[src/rtl/keypad_pkg.sv]
// Shared types and constants for the 4x4 matrix keypad scanner.
package keypad_pkg;

   typedef enum logic [1:0] {
      ST_SCAN,
      ST_DEBOUNCE,
      ST_HELD,
      ST_RELEASE
   } kp_state_t;

   localparam int KP_ROWS = 4;
   localparam int KP_COLS = 4;
   localparam logic [KP_ROWS-1:0] KP_RELEASED = 4'b1111;

   // Rows are active-low; the lowest-indexed low row wins when several are pressed.
   function automatic logic [1:0] low_row_idx(input logic [KP_ROWS-1:0] r);
      logic [1:0] idx;
      idx = '0;
      for (int i = KP_ROWS - 1; i >= 0; i--) begin
         if (!r[i]) idx = 2'(i);
      end
      return idx;
   endfunction

endpackage

[src/rtl/keypad_scan_row_sync.sv]
// Two-flop synchronizer for active-low inputs; resets to all-ones (nothing pressed).
module row_sync #(
   parameter int WIDTH = 4
) (
   input  logic             clk,
   input  logic             rst,
   input  logic [WIDTH-1:0] din,
   output logic [WIDTH-1:0] dout
);

   logic [WIDTH-1:0] meta;

   always_ff @(posedge clk) begin
      if (rst) begin
         meta <= '1;
         dout <= '1;
      end else begin
         meta <= din;
         dout <= meta;
      end
   end

endmodule

[src/rtl/keypad_scan.sv]
// 4x4 keypad column scanner: drives one column low at a time, debounces
// press and release, and reports each accepted key once.
module keypad_scan
   import keypad_pkg::*;
#(
   parameter int SCAN_DIV     = 50000,
   parameter int DEBOUNCE_CNT = 500000
) (
   input  logic               clk,
   input  logic               rst,
   input  logic [KP_ROWS-1:0] row,
   output logic [KP_COLS-1:0] col,
   output logic               key_valid,
   output logic [3:0]         key_code,
   output logic               key_held
);

   localparam int DW = $clog2(SCAN_DIV);
   localparam int CW = $clog2(DEBOUNCE_CNT);
   localparam int IW = $clog2(KP_COLS);
   localparam logic [DW-1:0] DWELL_LAST = DW'(SCAN_DIV - 1);
   localparam logic [CW-1:0] DEB_LAST   = CW'(DEBOUNCE_CNT - 1);

   kp_state_t          state, state_n;
   logic [DW-1:0]      dwell, dwell_n;
   logic [CW-1:0]      deb, deb_n;
   logic [IW-1:0]      col_idx, col_idx_n;
   logic [KP_ROWS-1:0] row_s, row_lat, row_lat_n;
   logic               key_valid_n, key_held_n;
   logic [3:0]         key_code_n;

   row_sync #(.WIDTH(KP_ROWS)) u_row_sync (
      .clk  (clk),
      .rst  (rst),
      .din  (row),
      .dout (row_s)
   );

   assign col = ~(KP_COLS'(1) << col_idx);

   always_ff @(posedge clk) begin
      if (rst) begin
         state     <= ST_SCAN;
         dwell     <= '0;
         deb       <= '0;
         col_idx   <= '0;
         row_lat   <= KP_RELEASED;
         key_valid <= 1'b0;
         key_code  <= '0;
         key_held  <= 1'b0;
      end else begin
         state     <= state_n;
         dwell     <= dwell_n;
         deb       <= deb_n;
         col_idx   <= col_idx_n;
         row_lat   <= row_lat_n;
         key_valid <= key_valid_n;
         key_code  <= key_code_n;
         key_held  <= key_held_n;
      end
   end

   // The column stays frozen outside SCAN so the latched row pattern keeps meaning.
   always_comb begin
      state_n     = state;
      dwell_n     = dwell;
      deb_n       = deb;
      col_idx_n   = col_idx;
      row_lat_n   = row_lat;
      key_valid_n = 1'b0;
      key_code_n  = key_code;
      key_held_n  = key_held;
      case (state)
         ST_SCAN: begin
            if (dwell == DWELL_LAST) begin
               dwell_n = '0;
               if (row_s != KP_RELEASED) begin
                  row_lat_n = row_s;
                  deb_n     = '0;
                  state_n   = ST_DEBOUNCE;
               end else begin
                  col_idx_n = col_idx + IW'(1);
               end
            end else begin
               dwell_n = dwell + DW'(1);
            end
         end
         ST_DEBOUNCE: begin
            if (row_s == row_lat) begin
               if (deb == DEB_LAST) begin
                  key_valid_n = 1'b1;
                  key_code_n  = {low_row_idx(row_lat), col_idx};
                  key_held_n  = 1'b1;
                  state_n     = ST_HELD;
               end else begin
                  deb_n = deb + CW'(1);
               end
            end else begin
               col_idx_n = col_idx + IW'(1);
               dwell_n   = '0;
               state_n   = ST_SCAN;
            end
         end
         ST_HELD: begin
            if (row_s == KP_RELEASED) begin
               deb_n   = '0;
               state_n = ST_RELEASE;
            end
         end
         ST_RELEASE: begin
            if (row_s != KP_RELEASED) begin
               state_n = ST_HELD;
            end else if (deb == DEB_LAST) begin
               key_held_n = 1'b0;
               col_idx_n  = col_idx + IW'(1);
               dwell_n    = '0;
               state_n    = ST_SCAN;
            end else begin
               deb_n = deb + CW'(1);
            end
         end
         default: state_n = ST_SCAN;
      endcase
   end

endmodule

[config.mk]
export PLATFORM = sky130hd
export DESIGN_NAME = keypad_scan
export DESIGN_NICKNAME = d
export VERILOG_FILES = /design/src/rtl/keypad_pkg.sv /design/src/rtl/keypad_scan_row_sync.sv /design/src/rtl/keypad_scan.sv
export SDC_FILE = /design/constraint.sdc
export NUM_CORES = 1
export LEC_CHECK = 0
export CAP_MARGIN = 20
export CORE_MARGIN = 2
export CORE_UTILIZATION = 59
export CTS_CLUSTER_DIAMETER = 60
export DETAILED_ROUTE_END_ITERATION = 8
export GPL_TIMING_DRIVEN = 0
export PLACE_DENSITY = 0.88
export REMOVE_ABC_BUFFERS = 1
export SLEW_MARGIN = 10
export SYNTH_ARGS = -nofsm -noshare
export SYNTH_HDL_FRONTEND = slang
export SYNTH_SLANG_ARGS = --single-unit
[constraint.sdc]
create_clock -name clk -period 2.2 [get_ports clk]
set_input_delay 0.55 -clock clk [delete_from_list [all_inputs] [get_ports clk]]
set_output_delay 0.55 -clock clk [all_outputs]
set_load 0.01 [all_outputs]
# Word-level counts from Yosys, hierarchy flattened
# Cells that the tools add are included.
# classes
n_addsub	3
n_eq_ne	19
shift	1
mux	36
n_bitwise	3
n_reduce_logical	11
# op_table
op	count
$mux W19	6
$pmux W19 S4	1
$mux W16	4
$pmux W16 S3	1
$mux W2	16
$add A19 B1 Y19 const B	1
$eq A19 B19 Y1 const B	1
$ne A2 B2 Y1 const B	9
$add A16 B1 Y16 const B	1
$eq A16 B16 Y1 const B	1
$reduce_and A5 Y1	3
$pmux W2 S4	1
$ne A3 B3 Y1 const B	2
$pmux W2 S3	1
$reduce_and A3 Y1	2
$reduce_and A6 Y1	1
$mux W1	5
$eq A2 B2 Y1 const B	2
$eq A4 B4 Y1	1
$eq A4 B4 Y1 const B	1
$ne A4 B4 Y1 const B	1
$not A4 Y4	1
$reduce_and A4 Y1	1
$shl A1 B2 Y4 const A	1
other kinds (8)	9
# totals
ff_bits	57

# Longest topological paths before layout
# logic_depth
ltp_word	4
mapped_depth	9
depth_no_buf	7

# Hierarchy
# Synthesis repeated with hierarchy kept, for this count alone.
# unflattened
cells_unflattened	348
hier_area_um2	3100.5
# by_module_without_submodules
mod	instances	cells_per_inst	area_per_inst_um2	seq_area_each_um2
keypad_scan	1	332	2890.3	980.9
row_sync	1	16	210.2	160.2

# Least setup slack after synthesis
# Ideal clock, no wire load.
# synth_path
path_kind	reg-to-reg
from	register dwell[0]
to	register deb[8]
arrival_ps	1891
slack_ps	250
stages_incl_launch_ff	9
path_buffers	1
cell_sequence	dfxtp_1 -> ha_1 -> nor4b_2 -> nand4_1 -> nor3_2 -> a21oi_2 -> buf_4 -> or4_1 -> nand2_1
# synth_between
elab_chain_len	3
# synth_rtl
item	line_no	text
start: declaration	keypad_scan.sv:25	logic [DW-1:0] dwell, dwell_n;
start signal: assignment	keypad_scan.sv:53	dwell <= dwell_n;
$eq A16 B16 Y1	keypad_scan.sv:75	if (dwell == DWELL_LAST) begin
$ne A2 B2 Y1 (no source line)	n/a	
$reduce_and A5 Y1 (no source line)	n/a	
end signal: assignment	keypad_scan.sv:54	deb <= deb_n;
end: declaration	keypad_scan.sv:26	logic [CW-1:0] deb, deb_n;
# No other way between the ends.
# A chain may end at the register's enable or synchronous reset.

# Final worst setup path
# layout_path
from	register deb[11]
to	register dwell[11]
# layout_between
elab_chain_len	3
# layout_rtl
item	line_no	text
$eq A19 B19 Y1	keypad_scan.sv:113	end else if (deb == DEB_LAST) begin
$ne A2 B2 Y1 (no source line)	n/a	
$reduce_and A4 Y1 (no source line)	n/a	
# No other way between the ends.

==> impl_results.md <==
* DRT antenna net count at 0
* Ant. Diodes at 0
* Final worst-path cycle share at 1.02
* Crit Path Category: flip-flop to flip-flop
* CTS Hold Bufs at 0
* WL met2 at 4560 microns
* Htree depth at 3
* Post-route DRC violation count at 0
* Register area share after synthesis at 0.392
* Net count reported at finish at 387
* Total die area at 5510 sq um
* Post-Synthesis Cells at 337
* Buf/Inv on CP at 2
* Setup violators final at 6
* Placed insts at 406
* Max incr delay on CP at 0.56 ns
* Tmin final at 2.24 ns
* Portion of netlist area occupied by mux cells at 0
* Total CTS buffers at 9
* Port bufs at 15
* Initial core utilization at 0.612
* Final worst setup slack at -0.0447 ns
* Post-synth EDFFs at 0
* Relative slew slack at 0.262
* I/O Pins at 16
* Post-Syn Area per Cell at 8.63 sq um
* Most frequent cells in the layout: dfxtp_1, nor2_1, nand2_1, buf_4
* Asr flop ratio synth at 0
* Fmax at 0.445 GHz
* Largest family of logic cells by synthesized area: simple AND/OR/NAND/NOR gates
* Post-DP HPWL at 4130 microns
* WL met3 at 763 microns
* Congestion Overflow GR at 0
* Startpoint Class: flip-flop
* Synth-to-layout area growth at 28.8%
* GRT Resource Usage Total at 0.286
* Pwr dens at 593 nW/um^2
* Routed WL at 9230 microns
* Sw Pwr at 0.519 mW
* Routability cong. at 0.915
* Row cnt at 25
* Post-Synth Simple-Gate Area at 0.302
* Failing checks: setup timing
* Slowest-stage cell, CP: or4b_4
* Die height at 74.2 microns
* Detailed Route Iter0 Violations at 401
* Cell taking the most area after synthesis: dfxtp_1
* Required time of the critical path at 2.44 ns
* Clk_skew at 0.0112 ns
* DIE WIDTH at 74.2 microns
* Maximum vdd drop at 0.413 mV
* Mapped cell area at 2910 sq um
* Root Driver: clkbuf_8
* Metal1 wirelength at 3480 microns
* Critical-path cell list: or4b_4 > nor3_4 > nand4bb_4 > buf_4 > a211oi_4 > buf_4 > xnor2_1 > nor2_1
* Vias per cell at 6.67
* Logic pwr share at 0.048
* Core ar. at 4750 sq um
* Layout cells sized above 1 at 0.250
* CTS tree: done
* Vias in the first global route at 2543
* Via count at 2983
* Synth top area share at 0.392
* Most common flop cell mapped by yosys: dfxtp_1
* Worst-Skew Late Latency at 0.36 ns
* DR top layer: met4
* Yosys synthesis warning count at 0
* XOR/XNOR Fraction of Synth Area at 0.0632
* Sw frac at 0.234
* DR pass1 iterations at 5
* Max-slew violation count at 0
* Critical path's top delay family: simple AND/OR/NAND/NOR gates
* Adder-Cell Fraction of Synth Area at 0.0258
* Clk pwr share at 0.476
* Largest net degree at the start of global routing at 31
* Most used cell, CP: buf_4
* Final std cells w/o fill at 447
* Critical path endpoint category: flip-flop
* Worst Tran Pin Value at 1.11 ns
* Flops & latches, synth at 57
* Initial antenna violation count at 0
* Final-report hold violation count at 0
* Fillers at 281
* Sequential share of power at 0.477
* Clk pin slew, worst setup/hold paths at 0.07 ns
* Arrival time worst endpoint at 2.49 ns
* Pint at 1.70 mW
* Post-synthesis compound-gate area fraction at 0.176
* Post-DR wirelength/cell at 20.6 microns
* Clock buffer depth at 2
* Max Cap Violations at 0
* Outcome: complete, but fails checks
* Top cells by area, synth: dfxtp_1, xnor2_1, nor2_1, nand2_1, a21oi_1
* RSZ-0062 raised after global routing: yes
* Post-synthesis cell type count at 53
* Crit Path Max Fanout at 6
* Worst Hold Class: flip-flop to flip-flop
* Total power at 2.22 mW
* CTS Sinks at 57
* First-pass GRT wire length at 12000 microns
* P_leak at 1.28 nW
* Most common cell after layout, fill and taps aside: dfxtp_1
[state kept, by name, summed over array words and instances (netlist names)]
name / count
u_row_sync.meta: 4
key_code: 4
u_row_sync.dout: 4
dwell: 16
key_held: 1
key_valid: 1
state: 2
deb: 19
row_lat: 4
col_idx: 2
[layout make-up]
type	instances	area, sq um	share of cell area
tap	67	83.8	0.0224
multi-input combinational	259	1920	0.511
timing repair buffer	37	334	0.0892
clock buffer	14	173	0.0461
clock inverter	2	35.0	0.00935
inverter	11	41.3	0.0110
sequential	57	1160	0.311
[worst register-to-register path, cell delays in order, from the launching register on]
cell	delay, ns
dfxtp_4	0.36
or4b_4	0.56
nor3_4	0.23
nand4bb_4	0.21
buf_4	0.20
a211oi_4	0.22
buf_4	0.16
xnor2_1	0.13
nor2_1	0.07
[cells in the mapped netlist, drive strengths merged, types with 2 or more instances]
master    n
dfxtp    57
nor2     34
nand2    27
a21oi    20
xnor2    19
nand3    18
o21ai    18
nand4    14
inv      11
nor3     10
or2      10
or3       8
a211oi    7
buf       7
clkbuf    6
ha        6
a2111oi   5
a211o     5
nand2b    5
nor2b     5
nor4      4
o31ai     4
and3      3
and4      3
o211ai    3
or4       3
or4b      3
a31oi     2
and4b     2
nand3b    2
nor4b     2
o21a      2
o41ai     2
xor2      2
[worst paths after layout]
path / start / end / slack (ns) / cells after the start
max: deb[11] / dwell[11] / -0.04 / 8
min: u_row_sync.meta[1] / u_row_sync.dout[1] / 0.41 / 1
max reg2reg: deb[11] / dwell[11] / -0.04 / 8
min reg2reg: u_row_sync.meta[1] / u_row_sync.dout[1] / 0.41 / 1
[cell families after synthesis]
family,Yosys count
AOI/OAI and AO/OA,73
xor gates and xnor gates,21
adders and majority gates,6
buffers and inverters,24
DFF,57
and+or+nand+nor,156
[what timing repair did]
item,4_1_cts,5_1_grt
setup buffers,5,17
cloned,2,1
endpoints found under the setup margin,44,41
pin swaps,8,13
endpoints found under the hold margin,0,0
resized for setup,22,32
[power by group through the flow]
stage	Sequential, mW	Combinational, mW	Clock, mW
after floorplan	1.08	0.0465	0
after global placement	1.08	0.0759	0
after detailed placement	1.08	0.0768	0
after CTS	1.06	0.0797	1.03
after global routing	1.06	0.112	1.09
final	1.06	0.106	1.06
[per-layer routing]
layer,track usage,vias up
li1,-,1307
met5,0,-
met4,0.127,0
met1,0.352,1429
met3,0.0935,47
met2,0.460,200
[stage by stage]
stage | worst slack, ns | TNS, ns | util | hold WS (ns) | cell area, sq um
after floorplan | -0.205 | -3.52 | - | 0.389 | 2830
after global placement | -0.764 | -20.14 | 0.644 | 0.390 | 3060
after detailed placement | -0.851 | -22.77 | 0.644 | 0.398 | 3060
after CTS | -0.0181 | -0.0520 | 0.719 | 0.413 | 3420
after global routing | -0.104 | -1.22 | 0.788 | 0.429 | 3750
final | -0.0447 | -0.114 | 0.788 | 0.413 | 3750
Power figures use the tool's default switching activity.
